<file path="src/rtl/md_pkg.sv">
// Shared op codes, state encoding and helpers for the mult/div issue path.
package md_pkg;

  localparam logic [2:0] MD_MFLO  = 3'b000;
  localparam logic [2:0] MD_MULTU = 3'b001;
  localparam logic [2:0] MD_MULT  = 3'b010;
  localparam logic [2:0] MD_DIVU  = 3'b011;
  localparam logic [2:0] MD_DIV   = 3'b100;
  localparam logic [2:0] MD_MTLO  = 3'b101;
  localparam logic [2:0] MD_MTHI  = 3'b110;
  localparam logic [2:0] MD_MFHI  = 3'b111;

  localparam int MD_MULT_LAT = 5;
  localparam int MD_DIV_LAT  = 10;

  typedef enum logic {
    MD_IDLE = 1'b0,
    MD_RUN  = 1'b1
  } md_state_e;

  function automatic logic is_md_long(input logic [2:0] op);
    return (op == MD_MULTU) || (op == MD_MULT) ||
           (op == MD_DIVU)  || (op == MD_DIV);
  endfunction

  function automatic logic is_md_div(input logic [2:0] op);
    return (op == MD_DIVU) || (op == MD_DIV);
  endfunction

endpackage

</file>
<file path="src/rtl/md_lat_counter.sv">
// Latency countdown for in-flight mult/div ops.
// last flags the commit cycle (cnt == 1).
module md_lat_counter #(
  parameter int CNT_W = 4
) (
  input  logic             clk,
  input  logic             reset_n,
  input  logic             load,
  input  logic [CNT_W-1:0] load_val,
  input  logic             dec,
  input  logic             clr,
  output logic             last
);

  logic [CNT_W-1:0] cnt;

  always_ff @(posedge clk or negedge reset_n) begin
    if (!reset_n) begin
      cnt <= '0;
    end else if (clr) begin
      cnt <= '0;
    end else if (load) begin
      cnt <= load_val;
    end else if (dec && (cnt != '0)) begin
      cnt <= cnt - 1'b1;
    end
  end

  assign last = (cnt == CNT_W'(1));

endmodule

</file>
<file path="src/rtl/md_issue_ctrl.sv">
// Mult/div issue controller: drives the HI/LO core ctrl interface.
// Optional MD_CANCEL_EN adds a cancel input for exception flush.
module md_issue_ctrl
  import md_pkg::*;
#(
  parameter int MULT_LAT = MD_MULT_LAT,
  parameter int DIV_LAT  = MD_DIV_LAT,
  parameter int CNT_W    = 4
) (
  input  logic        clk,
  input  logic        reset_n,
  input  logic        req_valid,
  input  logic [2:0]  req_op,
  input  logic [31:0] req_a,
  input  logic [31:0] req_b,
`ifdef MD_CANCEL_EN
  input  logic        cancel,
`endif
  output logic        req_ready,
  output logic        busy,
  output logic [31:0] md_a,
  output logic [31:0] md_b,
  output logic [2:0]  md_ctrl,
  input  logic [31:0] md_s,
  output logic [31:0] rd_data
);

  md_state_e   state;
  logic [2:0]  op_q;
  logic [31:0] a_q;
  logic [31:0] b_q;
  logic        kill;
  logic        idle;
  logic        accept;
  logic        last;
  logic        div0;
  logic [CNT_W-1:0] lat_val;

`ifdef MD_CANCEL_EN
  assign kill = cancel;
`else
  assign kill = 1'b0;
`endif

  assign idle    = (state == MD_IDLE);
  assign accept  = idle && req_valid && !kill && is_md_long(req_op);
  assign lat_val = is_md_div(req_op) ? CNT_W'(DIV_LAT)
                                     : CNT_W'(MULT_LAT);
  assign div0    = is_md_div(op_q) && (b_q == '0);

  md_lat_counter #(
    .CNT_W(CNT_W)
  ) u_cnt (
    .clk     (clk),
    .reset_n (reset_n),
    .load    (accept),
    .load_val(lat_val),
    .dec     (!idle),
    .clr     (!idle && kill),
    .last    (last)
  );

  always_ff @(posedge clk or negedge reset_n) begin
    if (!reset_n) begin
      state <= MD_IDLE;
      op_q  <= MD_MFLO;
      a_q   <= '0;
      b_q   <= '0;
    end else begin
      unique case (state)
        MD_IDLE: begin
          if (accept) begin
            state <= MD_RUN;
            op_q  <= req_op;
            a_q   <= req_a;
            b_q   <= req_b;
          end
        end
        MD_RUN: begin
          if (kill || last) state <= MD_IDLE;
        end
      endcase
    end
  end

  // Divide by zero still burns the full latency but never commits.
  always_comb begin
    req_ready = idle && !kill;
    busy      = !idle;
    md_a      = idle ? req_a : a_q;
    md_b      = idle ? req_b : b_q;
    md_ctrl   = MD_MFLO;
    unique case (state)
      MD_IDLE: begin
        if (req_valid && !kill && !is_md_long(req_op))
          md_ctrl = req_op;
      end
      MD_RUN: begin
        if (last && !kill && !div0)
          md_ctrl = op_q;
      end
    endcase
  end

  assign rd_data = md_s;

endmodule

</file>
<file path="config.mk">
export PLATFORM = sky130hd
export DESIGN_NAME = md_issue_ctrl
export DESIGN_NICKNAME = d
export VERILOG_FILES = /design/src/rtl/md_pkg.sv /design/src/rtl/md_lat_counter.sv /design/src/rtl/md_issue_ctrl.sv
export SDC_FILE = /design/constraint.sdc
export NUM_CORES = 1
export LEC_CHECK = 0
export ABC_AREA = 1
export BUFFER_PORTS_ARGS = -buffer_cell sky130_fd_sc_hd__buf_2
export CAP_MARGIN = 10
export CORE_UTILIZATION = 45
export DETAILED_ROUTE_END_ITERATION = 12
export GPL_TIMING_DRIVEN = 0
export PLACE_DENSITY = 0.85
export SLEW_MARGIN = 20
export SYNTH_ARGS = -nofsm -noshare
export SYNTH_HDL_FRONTEND = slang
export SYNTH_SLANG_ARGS = --single-unit
export TNS_END_PERCENT = 20
</file>
<file path="constraint.sdc">
create_clock -name clk -period 3.1 [get_ports clk]
set_input_delay 0.62 -clock clk [delete_from_list [all_inputs] [get_ports clk]]
set_output_delay 0.62 -clock clk [all_outputs]
set_load 0.02 [all_outputs]
</file>
==> out/qor.yml <==
outcome: "finished, final reports clean"
synth_area_per_cell_um2: 7.25
post_cts_resized: 0
initial_core_util: 0.463
vias: 4181
arrival_ns: 2.05
io_buffers: 170
routedWlPerCell_um: 12.7
grt_setup_unrepaired: "no"
grt_pass1_wl_mm: 18.4
reg2reg_from: "busy"
ys_ff_latch: 72
dpl.hpwl_mm: 8.23
fin_skew_ns: 0.0114
finalNonFillerCells: 852
start_kind: "register"
crit_type: "register to primary output"
critical-path-slowest-cell: "dfrtp_1"
area_delta_synth_final_pct: 30.1
worstPathRequired_ns: 2.48
setup_viol: 0
setup_ws_ns: 0.430
syn_nets: 661
slew_headroom: 0.682
cts_max_level: 3
hold_viol: 0
critPathLaunch: "busy"
dpl-instance-area_um2: 5050
path_common_cell: "buf_2"
pre_cts_slack_ns: 0.810
p_leak_nw: 3.05
synth_top_area_frac: 0.446
yosys.area.top_type: "dfrtp_1"
whs_ns: 0.210
gp_routability_congestion: 0.805
rr_worst_depth: 6
clock_sinks: 72
ir_drop_v: 0.000267
syn_area_um2: 4040
maxCapViolations: 0
synth_cell_type_count: 21
crit_fanout: 10
cts_setup_buffers: 0
drt_wl_total_mm: 10.8
drtAntennaViolNets: 0
p_per_area_nw_per_um2: 359
root_buffer: "clkbuf_8"
drt_iter0_drc: 172
worst_pin_slew_ns: 0.477
hold_class: "input port to asynchronous set/reset pin"
finalSetupTns_ns: 0
viasPerCell: 4.91
fin_util: 0.602
yosysSeqAreaShare: 0.446
path_cells: "buf_2 -> buf_2 -> nand2_1 -> inv_1 -> nand3_1 -> nand2_1 -> buf_2"
total_power_mw: 1.89
final_area_um2: 5250
core_um2: 8720
dieArea_um2: 9360
clk_pin_slew_ns: 0.09
cts_made_buffers: 9
die_x_um: 96.7
fin_crit_sh: 0.861
syn_inst: 557
finalCriticalPeriod_ns: 2.67
first_pass_iters: 5
ioPinCount: 203
grt-ovfl-total: 0
die_y_um: 96.7
r2r_slack_ns: 1.44
reg2reg_to: "a_q[12]"
maxSlewViolCount: 0
cts.path.max_buffers: 2
num_rows: 34
grt_pass1_vias: 4070
path_delay_family: "buffers and inverters"
critPathMaxStageDelay_ns: 0.64
post-route-drc-count: 0
grt_max_degree: 38
antenna_found_initial: 0
dp.cells: 836
cts_tree: "done"
clkLatencyLatePin_ns: 0.36
final_net_count: 843
diodes: 0
ys_warn_count: 0
clock.fmax_ghz: 0.375
crit_path_end: "md_ctrl[0]"
end_kind: "primary output"
cts_hold_buf: 0
crit_buf_inv: 4
grt.total_usage: 0.242
cp_num_cells: 7
yosys-top-cells-area: "dfrtp_1 45%, o21ai_0 16%, nand2_1 15%"
drive_above_1_share: 0.328
==> area by class of cell <==
| cell class | instances | area (µm²) |
|---|---|---|
| tap | 108 | 135 |
| clock inverter | 6 | 67.6 |
| inverter | 80 | 300 |
| sequential | 72 | 1800 |
| buffer | 61 | 415 |
| timing repair buffer | 171 | 873 |
| multi-input combinational | 344 | 1520 |
| fill | 822 | 3470 |
| clock buffer | 10 | 138 |
==> cell usage in the layout, fill, tap and decap left out <==
cell          n
nand3_1       9
buf_6         3
dfrtp_1      72
inv_1        78
nor2_2        1
buf_12        1
nor2_1       28
a21oi_1       1
clkbuf_1      9
nand4_1       1
buf_4        42
o21ai_1      11
inv_2         2
clkinv_4      1
clkinv_2      1
a31oi_1       3
nand2_1     158
clkinvlp_4    2
clkbuf_8     10
nand2_4       1
o21ai_0     126
inv_6         1
nor3_1        1
nand2_2       1
bufinv_16     1
nand3b_1      1
buf_2       177
ha_1          2
==> state kept, by name (all words and copies together), names as in the netlist <==
register	cells
a_q	32
b_q	32
busy	1
op_q	3
u_cnt.cnt	4
==> per-layer routing <==
metal  GRT usage  share of wire
met1       0.315           0.44
met5           0              0
met3      0.0462          0.069
met2       0.406           0.47
met4      0.0815          0.016
==> power by group <==
group / internal [mW] / switching (mW) / total, mW
clock network: 0.396 / 0.378 / 0.774
logic: 0.0804 / 0.0935 / 0.174
registers: 0.938 / 0 / 0.938
==> Yosys cell counts <==
library cell and count:
nand3b_1 1, a21oi_1 1, dfrtp_1 72, nor2_2 1, buf_4 41, o21ai_1 11, nand2_1 158, nor3_1 1
nand3_1 9, nand4_1 1, ha_1 2, buf_6 3, nand2_2 1, buf_2 8, inv_1 78, nor2_1 28
inv_2 2, clkbuf_1 9, nand2_4 1, o21ai_0 126, a31oi_1 3
==> worst reg2reg max path, cell delays in order, from the launching register on <==
cell,delay [ns]
dfrtp_1,0.64
inv_2,0.08
nand2_1,0.10
inv_2,0.07
nand2_2,0.13
clkbuf_1,0.37
o21ai_0,0.15
==> cell families (layout without fill, tap and decap cells) <==
| kind of cell | after synthesis | after routing | synth area share |
|---|---|---|---|
| AND/OR/NAND/NOR | 201 | 201 | 0.195 |
| adder cells (fa/ha/maj) | 2 | 2 | 0.00620 |
| AO/OA/AOI/OAI | 141 | 141 | 0.176 |
| flip-flops | 72 | 72 | 0.446 |
| buffers and inverters | 141 | 328 | 0.177 |
==> worst min path at each step <==
| stage | start | endpoint | slack, ns | cells past startpoint |
|---|---|---|---|---|
| 2_1_floorplan | reset_n | a_q[0] | 0.32 | 0 |
| 3_3_place_gp | a_q[9] | a_q[9] | 0.47 | 2 |
| 3_5_place_dp | a_q[8] | a_q[8] | 0.47 | 2 |
| 4_1_cts | reset_n | b_q[16] | 0.22 | 1 |
| 5_1_grt | reset_n | b_q[15] | 0.24 | 1 |
| 6_report | reset_n | b_q[16] | 0.21 | 1 |
Power figures use the tool's default switching activity.
